$ cat src/rtl/pong_pkg.sv
`default_nettype none
// ============================================================================
//  Module      : pong_pkg
//  Description : Shared encodings for the pong datapath: bounce event codes,
//                default screen geometry and the ball state machine encoding.
//  Revision    : 1.0 - initial release
// ============================================================================
package pong_pkg;

    localparam int SCREEN_X_DEFAULT = 640;
    localparam int SCREEN_Y_DEFAULT = 480;

    // Collision events reported to the ball controller
    typedef enum logic [1:0] {
        BOUNCE_NONE   = 2'd0,
        BOUNCE_PADDLE = 2'd1,
        BOUNCE_WALL   = 2'd2,
        BOUNCE_SCORE  = 2'd3
    } bounce_t;

    // Ball controller states
    typedef enum logic [1:0] {
        ST_SERVE    = 2'd0,
        ST_MOVE     = 2'd1,
        ST_COOLDOWN = 2'd2
    } ball_state_t;

endpackage
`default_nettype wire

$ cat src/rtl/ball_fsm_if.sv
`default_nettype none
// ============================================================================
//  Module      : ball_fsm_if
//  Description : Frame/collision inputs and ball geometry outputs of the ball
//                controller. master = game logic side, slave = ball_fsm.
//  Revision    : 1.0 - initial release
// ============================================================================
interface ball_fsm_if;
    logic       frame_tick;
    logic       pause;
    logic [1:0] bounce;
    logic [9:0] ball_pos_x;
    logic [9:0] ball_pos_y;
    logic [7:0] ball_size_x;
    logic [7:0] ball_size_y;
    logic       serving;

    modport master (
        output frame_tick, pause, bounce,
        input  ball_pos_x, ball_pos_y, ball_size_x, ball_size_y, serving
    );

    modport slave (
        input  frame_tick, pause, bounce,
        output ball_pos_x, ball_pos_y, ball_size_x, ball_size_y, serving
    );
endinterface
`default_nettype wire

$ cat src/rtl/ball_axis.sv
`default_nettype none
// ============================================================================
//  Module      : ball_axis
//  Description : One-axis signed step with saturation to [0, MAX_POS].
//                11-bit signed intermediate so neither edge can wrap.
//  Revision    : 1.0 - initial release
// ============================================================================
module ball_axis #(
    parameter int STEP    = 1,
    parameter int MAX_POS = 632
) (
    input  logic [9:0] pos,
    input  logic       dir,
    output logic [9:0] next_pos
);
    localparam logic signed [10:0] STEP_S = 11'(STEP);
    localparam logic signed [10:0] MAX_S  = 11'(MAX_POS);

    logic signed [10:0] sum;

    // Step in the requested direction, then clamp into the legal window
    always_comb begin
        sum = dir ? ($signed({1'b0, pos}) + STEP_S) : ($signed({1'b0, pos}) - STEP_S);
        if (sum < 11'sd0) begin
            next_pos = '0;
        end else if (sum > MAX_S) begin
            next_pos = MAX_S[9:0];
        end else begin
            next_pos = sum[9:0];
        end
    end
endmodule
`default_nettype wire

$ cat src/rtl/ball_fsm.sv
`default_nettype none
// ============================================================================
//  Module      : ball_fsm
//  Description : Pong ball controller. Holds the ball at centre while serving,
//                then steps it once per frame, reacting to paddle/wall/score
//                events with a short post-bounce ignore window.
//  Revision    : 1.0 - initial release
// ============================================================================
module ball_fsm
    import pong_pkg::*;
#(
    parameter int SCREEN_X     = SCREEN_X_DEFAULT,
    parameter int SCREEN_Y     = SCREEN_Y_DEFAULT,
    parameter int BALL_SIZE    = 8,
    parameter int SPEED_X      = 2,
    parameter int SPEED_Y      = 1,
    parameter int SERVE_FRAMES = 60,
    parameter int COOLDOWN     = 4
) (
    input  logic       clock,
    input  logic       reset,
    ball_fsm_if.slave  bus
);
    localparam logic [9:0]  X_MAX      = 10'(SCREEN_X - BALL_SIZE);
    localparam logic [9:0]  Y_MAX      = 10'(SCREEN_Y - BALL_SIZE);
    localparam logic [9:0]  X_C        = 10'((SCREEN_X - BALL_SIZE) / 2);
    localparam logic [9:0]  Y_C        = 10'((SCREEN_Y - BALL_SIZE) / 2);
    localparam logic [7:0]  SIZE8      = 8'(BALL_SIZE);
    localparam logic [15:0] SERVE_LAST = 16'(SERVE_FRAMES - 1);
    localparam logic [15:0] COOL_LAST  = 16'(COOLDOWN - 1);

    ball_state_t state;
    logic [9:0]  pos_x;
    logic [9:0]  pos_y;
    logic        dir_x;
    logic        dir_y;
    logic [15:0] serve_cnt;
    logic [15:0] cool_cnt;

    logic        paddle_hit;
    logic        wall_hit;
    logic        dir_x_eff;
    logic        dir_y_eff;
    logic [9:0]  next_x;
    logic [9:0]  next_y;

    // Bounces only act in MOVE; the flipped direction is used by a same-cycle step
    always_comb begin
        paddle_hit = (state == ST_MOVE) && (bus.bounce == BOUNCE_PADDLE);
        wall_hit   = (state == ST_MOVE) && (bus.bounce == BOUNCE_WALL);
        dir_x_eff  = dir_x ^ paddle_hit;
        dir_y_eff  = dir_y ^ wall_hit;
    end

    ball_axis #(.STEP(SPEED_X), .MAX_POS(SCREEN_X - BALL_SIZE)) u_axis_x (
        .pos      (pos_x),
        .dir      (dir_x_eff),
        .next_pos (next_x)
    );

    ball_axis #(.STEP(SPEED_Y), .MAX_POS(SCREEN_Y - BALL_SIZE)) u_axis_y (
        .pos      (pos_y),
        .dir      (dir_y_eff),
        .next_pos (next_y)
    );

    // Ball state machine: serve hold, motion, bounce cooldown and score restart
    always_ff @(posedge clock or posedge reset) begin
        if (reset) begin
            state     <= ST_SERVE;
            pos_x     <= X_C;
            pos_y     <= Y_C;
            dir_x     <= 1'b1;
            dir_y     <= 1'b1;
            serve_cnt <= '0;
            cool_cnt  <= '0;
        end else if (!bus.pause) begin
            case (state)
                ST_SERVE: begin
                    if (bus.frame_tick) begin
                        if (serve_cnt == SERVE_LAST) begin
                            state     <= ST_MOVE;
                            serve_cnt <= '0;
                        end else begin
                            serve_cnt <= serve_cnt + 16'd1;
                        end
                    end
                end
                ST_MOVE, ST_COOLDOWN: begin
                    if (bus.bounce == BOUNCE_SCORE) begin
                        // Restart from centre, serving toward the other side
                        state     <= ST_SERVE;
                        pos_x     <= X_C;
                        pos_y     <= Y_C;
                        dir_x     <= ~dir_x;
                        serve_cnt <= '0;
                        cool_cnt  <= '0;
                    end else begin
                        dir_x <= dir_x_eff;
                        dir_y <= dir_y_eff;
                        if (bus.frame_tick) begin
                            pos_x <= next_x;
                            pos_y <= next_y;
                        end
                        if (state == ST_MOVE) begin
                            if (paddle_hit || wall_hit) begin
                                state    <= ST_COOLDOWN;
                                cool_cnt <= '0;
                            end
                        end else if (bus.frame_tick) begin
                            if (cool_cnt == COOL_LAST) begin
                                state    <= ST_MOVE;
                                cool_cnt <= '0;
                            end else begin
                                cool_cnt <= cool_cnt + 16'd1;
                            end
                        end
                    end
                end
                default: begin
                    state     <= ST_SERVE;
                    pos_x     <= X_C;
                    pos_y     <= Y_C;
                    serve_cnt <= '0;
                    cool_cnt  <= '0;
                end
            endcase
        end
    end

    assign bus.ball_pos_x  = pos_x;
    assign bus.ball_pos_y  = pos_y;
    assign bus.ball_size_x = SIZE8;
    assign bus.ball_size_y = SIZE8;
    assign bus.serving     = (state == ST_SERVE);

    // Saturation limits are carried by the axis instances; keep them visible here too
    logic unused_limits;
    assign unused_limits = ^{X_MAX, Y_MAX};
endmodule
`default_nettype wire

$ cat src/flat_wrapper.sv
// flat-port wrapper written by rule: the top's interface ports become plain ports
module ball_fsm_flat import pong_pkg::*;
#(
    parameter int SCREEN_X     = SCREEN_X_DEFAULT,
    parameter int SCREEN_Y     = SCREEN_Y_DEFAULT,
    parameter int BALL_SIZE    = 8,
    parameter int SPEED_X      = 2,
    parameter int SPEED_Y      = 1,
    parameter int SERVE_FRAMES = 60,
    parameter int COOLDOWN     = 4
)
  (clock, reset, bus_frame_tick, bus_pause, bus_bounce, bus_ball_pos_x, bus_ball_pos_y, bus_ball_size_x, bus_ball_size_y, bus_serving);
  ball_fsm_if bus_i ();
  input  logic clock;
  input  logic reset;
  input wire logic [$bits(bus_i.frame_tick)-1:0] bus_frame_tick;
  input wire logic [$bits(bus_i.pause)-1:0] bus_pause;
  input wire logic [$bits(bus_i.bounce)-1:0] bus_bounce;
  output wire logic [$bits(bus_i.ball_pos_x)-1:0] bus_ball_pos_x;
  output wire logic [$bits(bus_i.ball_pos_y)-1:0] bus_ball_pos_y;
  output wire logic [$bits(bus_i.ball_size_x)-1:0] bus_ball_size_x;
  output wire logic [$bits(bus_i.ball_size_y)-1:0] bus_ball_size_y;
  output wire logic [$bits(bus_i.serving)-1:0] bus_serving;
  assign bus_i.frame_tick = bus_frame_tick;
  assign bus_i.pause = bus_pause;
  assign bus_i.bounce = bus_bounce;
  assign bus_ball_pos_x = bus_i.ball_pos_x;
  assign bus_ball_pos_y = bus_i.ball_pos_y;
  assign bus_ball_size_x = bus_i.ball_size_x;
  assign bus_ball_size_y = bus_i.ball_size_y;
  assign bus_serving = bus_i.serving;
  ball_fsm #(.SCREEN_X(SCREEN_X), .SCREEN_Y(SCREEN_Y), .BALL_SIZE(BALL_SIZE), .SPEED_X(SPEED_X), .SPEED_Y(SPEED_Y), .SERVE_FRAMES(SERVE_FRAMES), .COOLDOWN(COOLDOWN)) u_core (.clock(clock), .reset(reset), .bus(bus_i));
endmodule
$ cat config.mk
export PLATFORM = sky130hd
export DESIGN_NAME = ball_fsm_flat
export DESIGN_NICKNAME = d
export VERILOG_FILES = /design/src/rtl/pong_pkg.sv /design/src/rtl/ball_fsm_if.sv /design/src/rtl/ball_axis.sv /design/src/rtl/ball_fsm.sv /design/src/flat_wrapper.sv
export SDC_FILE = /design/constraint.sdc
export NUM_CORES = 1
export LEC_CHECK = 0
export CAP_MARGIN = 10
export CORE_MARGIN = 1
export CORE_UTILIZATION = 57
export CTS_CLUSTER_SIZE = 28
export DETAILED_ROUTE_END_ITERATION = 6
export MAX_ROUTING_LAYER = met4
export PLACE_DENSITY = 0.83
export SETUP_SLACK_MARGIN = 0.1
export SYNTH_ARGS = -nofsm -noshare
export SYNTH_HDL_FRONTEND = slang
export SYNTH_SLANG_ARGS = --single-unit
$ cat constraint.sdc
create_clock -name clock -period 4.5 [get_ports clock]
set_input_delay 0.45 -clock clock [delete_from_list [all_inputs] [get_ports clock]]
set_output_delay 0.45 -clock clock [all_outputs]
set_load 0.01 [all_outputs]
==> results of run 1 <==
## path summary, 6_finish.rpt
check,from,endpoint
setup / recovery,u_core.state[1],u_core.bus.ball_pos_x[5]
hold / removal,reset,u_core.cool_cnt[9]
setup reg to reg,u_core.state[1],u_core.bus.ball_pos_x[5]
hold reg to reg,u_core.cool_cnt[1],u_core.cool_cnt[1]
max in group asynchronous,reset,u_core.bus.ball_pos_x[4]
min in group clock,u_core.cool_cnt[1],u_core.cool_cnt[1]
## registers in the layout (all words and copies together), names as in the netlist
register               count
u_core.bus.ball_pos_x      9
u_core.bus.ball_pos_y     10
u_core.cool_cnt           16
u_core.dir_x               1
u_core.dir_y               1
u_core.serve_cnt          16
u_core.state               2
## cell usage in the layout (no fill, tap or decap), types with 3 or more instances in the layout
cell type / Yosys / final
dfstp_2: 12 / 12
nor4b_1: 3 / 3
nand3_1: 12 / 12
ha_1: 10 / 10
xor2_1: 23 / 23
nor4_1: 5 / 5
and4_1: 3 / 3
mux2i_1: 7 / 7
nor3_1: 14 / 14
dfrtp_1: 43 / 43
a21oi_1: 16 / 16
or3_1: 6 / 6
nor2_1: 46 / 46
clkdlybuf4s50_1: 0 / 25
nor3b_1: 4 / 4
and3_1: 13 / 13
nand2_1: 53 / 53
inv_1: 9 / 8
a31oi_1: 3 / 3
clkbuf_8: 0 / 5
o21ai_1: 6 / 6
conb_1: 2 / 17
nand4_1: 16 / 16
o21ai_0: 21 / 21
nand2b_1: 5 / 5
o2111ai_1: 3 / 3
and2_1: 7 / 7
o31ai_1: 3 / 3
xnor2_1: 14 / 14
or4_1: 7 / 7
## cells by family (layout without fill, tap and decap cells)
group	count (synthesis)	after routing	share of synthesized area
compound gates	78	78	0.143
xor+xnor	39	39	0.0968
fa+ha+maj	11	11	0.0371
mux	9	9	0.0265
flops	55	55	0.355
simple gates	206	206	0.278
other cells	2	17	0.00192
buf+inv	44	46	0.0610
## report_power, final
group	internal (W)	total [W]	switching, W
Sequential	0.000522	0.000558	0.0000358
Combinational	0.0000539	0.000125	0.0000709
Clock	0.000169	0.000343	0.000174
## worst max-delay path, cell delays in order, from the launching register on
cell,delay [ns]
dfrtp_1,0.41
inv_1,0.09
ha_1,0.37
nand3b_4,0.18
xnor2_4,0.35
xnor2_1,0.12
ha_1,0.29
or4_1,0.44
or3_1,0.37
mux2i_4,0.18
xor2_1,0.21
o211ai_2,0.13
nor3b_1,0.18
a211oi_2,0.24
## stage by stage
step	utilization	hold WS (ns)	instance area (um2)	setup WS (ns)
after floorplan	-	0.467	3970	1.26
after global placement	0.638	0.484	4140	0.833
after detailed placement	0.638	0.507	4140	0.628
after CTS	0.656	0.439	4260	0.872
after global routing	0.656	0.451	4260	0.580
final	0.656	0.423	4260	0.864
## metal layers
layer / GRT usage / share of wire / up-vias
met1: 0.347 / 0.45 / 1594
met4: 0.0909 / 0.015 / 0
met3: 0.0321 / 0.045 / 14
li1: - / - / 1589
met2: 0.413 / 0.49 / 93
met5: - / 0 / -
## cells in the mapped netlist (10+ instances only)
cell | number | area, um2
o21ai_0 | 21 | 105
nand3_1 | 12 | 60.1
dfstp_2 | 12 | 315
nor2_1 | 46 | 173
nand2_1 | 53 | 199
and3_1 | 13 | 81.3
xnor2_1 | 14 | 123
dfrtp_1 | 43 | 1080
xor2_1 | 23 | 201
a21oi_1 | 16 | 80.1
buf_4 | 17 | 128
ha_1 | 10 | 125
clkbuf_1 | 12 | 45.0
nand4_1 | 16 | 100
nor3_1 | 14 | 70.1
## layout make-up
| type | instances | area share |
|---|---|---|
| clock inverter | 3 | 0.0112 |
| multi-input combinational | 360 | 0.550 |
| tap | 77 | 0.0226 |
| sequential | 55 | 0.327 |
| clock buffer | 5 | 0.0162 |
| timing repair buffer | 27 | 0.0623 |
| inverter | 11 | 0.0109 |
==> results.json, run 1 <==
{
  "reg2regPathDepth": 13,
  "ys_ff_latch": 55,
  "drtIter0Drc": 226,
  "post-cts-setup-buffers": 0,
  "power_density_nw_per_um2": 241,
  "gp_congestion": 0.924,
  "area_growth_syn_to_layout_pct": 8.72,
  "cts.path.max_buffers": 2,
  "seq_area_um2": 1390,
  "dr.pass1.iters": 7,
  "fillers": 543,
  "hold_path_class": "in2async",
  "synth_edf_count": 0,
  "grt_use_total": 0.260,
  "ys_types": 68,
  "cts_tree": "built",
  "grt.overflow.total": 0,
  "p_leak_nw": 1.83,
  "drc": 4,
  "dp_cells": 530,
  "arrival_ns": 3.88,
  "placementRows": 29,
  "antennaDiodeCount": 0,
  "routedWlPerCell_um": 15.6,
  "core_um2": 6490,
  "total_power_w": 0.00103,
  "finalCritPeriodShare": 0.808,
  "dieArea_um2": 7210,
  "ctsRootBufferMaster": "clkbuf_8",
  "grt_max_degree": 38,
  "port_buffers": 25,
  "drt-vias-per-instance": 6.12,
  "initial_utilization": 0.603,
  "irDropWorstVdd_v": 0.000164,
  "syn_avg_cell_area_um2": 8.82,
  "cts_hold_buf": 0,
  "rrSetupSlack_ns": 0.86,
  "cap_viol_max_count": 0,
  "rsz0062_at_grt": "no",
  "finalNonFillerCells": 538,
  "wl_mm": 8.37,
  "synthCells": 444,
  "dp_hpwl_mm": 6.14,
  "async_reset_ff_frac": 1.00,
  "status": "finished with violations",
  "worst_pin_slew_ns": 0.974,
  "ant_nets": 0,
  "die_h_um": 84.9,
  "clock-sinks": 55,
  "cp-start-kind": "flop",
  "finalSetupViolations": 0,
  "cts_buffers": 5,
  "grt_pass1_wl_mm": 14.6,
  "yosysWarningCount": 0,
  "yosysSeqAreaShare": 0.355,
  "timing.critical_path.to_type": "flop",
  "required_ns": 4.74,
  "cts.clk_slew.worst_paths_ns": 0.11,
  "nets": 477,
  "clock_latency_ns": 0.32,
  "crit_path_max_fanout": 8,
  "slew_viol_final": 0,
  "vias": 3290,
  "grt_pass1_vias": 3093,
  "io_pins": 43,
  "syn-cell-area_um2": 3920,
  "fmax_ghz": 0.275,
  "h-tree-depth": 2,
  "antenna_found_initial": 0,
  "finalSetupTns_ns": 0,
  "die_x_um": 84.9,
  "post_cts_resized": 0,
  "drive_gt1_frac": 0.0998,
  "crit_type": "reg2reg",
  "slew_headroom": 0.351,
  "violations": "design-rule violations",
  "fin_worst_skew_ns": 0.0116,
  "hold_viol_final": 0,
  "fin_crit_ns": 3.64,
  "multiInputGateArea_um2": 2340,
  "synth-main-ff-cell": "dfrtp_1"
}
Power figures use the tool's default switching activity.
==> inputs of run 2 (changes only) <==
clock period = 3.55 ns   (was 4.5 ns; I/O delays follow)
==> run 2 against run 1 <==
- the run still ends with design-rule violations left
- global-route usage is 1.2 points lower
- routed wire length is 3.5% lower
- worst setup slack worse by 0.53 ns
- clock skew is 0.0011 ns lower
- non-clock buffer count is 6 higher
- clock power is 27% higher
- utilization is 0.77 points higher
- die area stayed put
- final area is 1.2% higher
- critical path depth stayed put
- first-iteration DRC count is 8.4% lower
- critical path type unchanged
- critical endpoint is now u_core.bus.ball_pos_y[6]
- largest cell class unchanged
==> results.json, run 2 (synthesis gave the netlist of run 1 again) <==
{
  "cts.path.max_buffers": 2,
  "cp-start-kind": "flop",
  "finalSetupViolations": 0,
  "cts_buffers": 5,
  "arrival_ns": 3.48,
  "fin_worst_skew_ns": 0.0105,
  "area_growth_syn_to_layout_pct": 10.0,
  "rsz0062_at_grt": "no",
  "drc": 4,
  "h-tree-depth": 2,
  "port_buffers": 25,
  "drt-vias-per-instance": 6.05,
  "post_cts_resized": 0,
  "hold_path_class": "in2async",
  "rr_startpoint": "u_core.state[1]",
  "ant_nets": 0,
  "dp_cells": 536,
  "cp_cell_sequence": "inv_1, ha_2, nand3b_4, xnor2_4, inv_1, ha_1, a21o_1, or4_1, mux2i_1, xor2_1, a41oi_2, o21ai_2, o221a_1",
  "slew_headroom": 0.597,
  "irDropWorstVdd_v": 0.000237,
  "initial_utilization": 0.603,
  "antenna_found_initial": 0,
  "cts.clk_slew.worst_paths_ns": 0.11,
  "core_um2": 6490,
  "cts_hold_buf": 0,
  "clock-sinks": 55,
  "hold_viol_final": 0,
  "cp_common_cell": "inv_1",
  "placementRows": 29,
  "die_h_um": 84.9,
  "crit_path_max_fanout": 7,
  "grt_pass1_wl_mm": 14.1,
  "post-cts-setup-buffers": 0,
  "crit_buf_inv": 2,
  "grt.overflow.total": 0,
  "vias": 3292,
  "placed_area_um2": 4190,
  "status": "finished with violations",
  "slew_viol_final": 0,
  "required_ns": 3.81,
  "rrSetupSlack_ns": 0.33,
  "reg2regPathDepth": 13,
  "fin_crit_ns": 3.22,
  "drtIter0Drc": 207,
  "grt_max_degree": 38,
  "routedWlPerCell_um": 14.9,
  "dp_hpwl_mm": 5.96,
  "dr.pass1.iters": 7,
  "nets": 483,
  "final_area_um2": 4310,
  "wl_mm": 8.08,
  "fillers": 511,
  "max_stage_delay_ns": 0.41,
  "finalNonFillerCells": 544,
  "grt_pass1_vias": 3103,
  "power_density_nw_per_um2": 303,
  "dieArea_um2": 7210,
  "worst_pin_slew_ns": 0.601,
  "cts_tree": "built",
  "ctsRootBufferMaster": "clkbuf_8",
  "antennaDiodeCount": 0,
  "cap_viol_max_count": 0,
  "finalSetupTns_ns": 0,
  "crit_type": "reg2reg",
  "violations": "design-rule violations",
  "timing.critical_path.to_type": "flop",
  "io_pins": 43,
  "mostFrequentLayoutCell": "nand2_1",
  "p_leak_nw": 1.86,
  "mostFrequentLayoutCells": "53 x nand2_1, 46 x nor2_1, 43 x dfrtp_1",
  "die_x_um": 84.9,
  "gp_congestion": 0.954,
  "drive_gt1_frac": 0.113,
  "fmax_ghz": 0.311,
  "cpMaxStageDelayCell": "dfrtp_1",
  "clock_latency_ns": 0.32,
  "grt_use_total": 0.248,
  "crit_family": "compound AO/OA/AOI/OAI gates",
  "rr_endpoint": "u_core.bus.ball_pos_y[6]",
  "finalCritPeriodShare": 0.907
}
==> run 2: changes by cell type in the layout (fill, tap and decap cells not counted), sizes merged <==
| cell | previous run | this run |
|---|---|---|
| buf | 2 | 8 |
| clkinv | 1 | 0 |
| inv | 12 | 13 |
==> run 2: report_power, final <==
group	leakage, nW	internal [W]	total [W]	switching (W)
Sequential	0.717	0.000662	0.000706	0.0000442
Combinational	1.08	0.0000699	0.000160	0.0000902
Clock	0.0607	0.000218	0.000437	0.000219
==> run 2: per-stage QoR <==
step / hold slack [ns] / power, W / worst slack, ns / utilization
final: 0.320 / 0.00130 / 0.331 / 0.663
after global routing: 0.361 / 0.00136 / 0.101 / 0.663
after CTS: 0.333 / 0.00132 / 0.284 / 0.663
after detailed placement: 0.494 / 0.000877 / 0.116 / 0.645
after global placement: 0.484 / 0.000869 / 0.230 / 0.645
after floorplan: 0.467 / 0.000834 / 0.313 / -
==> run 2: worst register-to-register path: cells and delay by family, from the launching register on <==
| family | cells | cell delay [ns] |
|---|---|---|
| AO/OA/AOI/OAI | 4 | 0.84 |
| XOR/XNOR | 2 | 0.44 |
| adder cells (fa/ha/maj) | 2 | 0.61 |
| buffers and inverters | 2 | 0.18 |
| flip-flops | 1 | 0.41 |
| multiplexers | 1 | 0.16 |
| AND/OR/NAND/NOR | 2 | 0.53 |
==> run 2: cell type report <==
cell class / count / area [um2] / share of cell area
Inverter: 11 / 46.3 / 0.0107
Tap cell: 77 / 96.3 / 0.0224
Clock inverter: 3 / 50.0 / 0.0116
Sequential cell: 55 / 1390 / 0.323
Clock buffer: 5 / 68.8 / 0.0160
Multi-Input combinational cell: 360 / 2340 / 0.544
Timing Repair Buffer: 33 / 310 / 0.0720
==> run 2: worst max-delay path by stage <==
| stage | to | from | cells past startpoint | slack (ns) |
|---|---|---|---|---|
| 2_1_floorplan | u_core.bus.ball_pos_x[3] | u_core.state[1] | 13 | 0.31 |
| 3_3_place_gp | u_core.bus.ball_pos_x[3] | bus_bounce[1] | 12 | 0.23 |
| 3_5_place_dp | u_core.bus.ball_pos_y[6] | bus_bounce[0] | 12 | 0.12 |
| 4_1_cts | u_core.bus.ball_pos_y[6] | u_core.state[1] | 13 | 0.28 |
| 5_1_grt | u_core.bus.ball_pos_y[6] | u_core.state[1] | 13 | 0.10 |
| 6_report | u_core.bus.ball_pos_y[6] | u_core.state[1] | 13 | 0.33 |
==> run 2: layer usage <==
layer,vias up,global-route usage,wire length [um]
li1,1596,-,-
met4,0,0.0770,110
met1,1589,0.325,3690
met3,11,0.0340,365
met5,-,-,0
met2,96,0.404,3910
==> inputs of run 3 (changes only) <==
GPL_ROUTABILITY_DRIVEN = 0   (was not set)
==> results of run 3 <==
Final layout, timing and power as in run 2 (identical DEF).
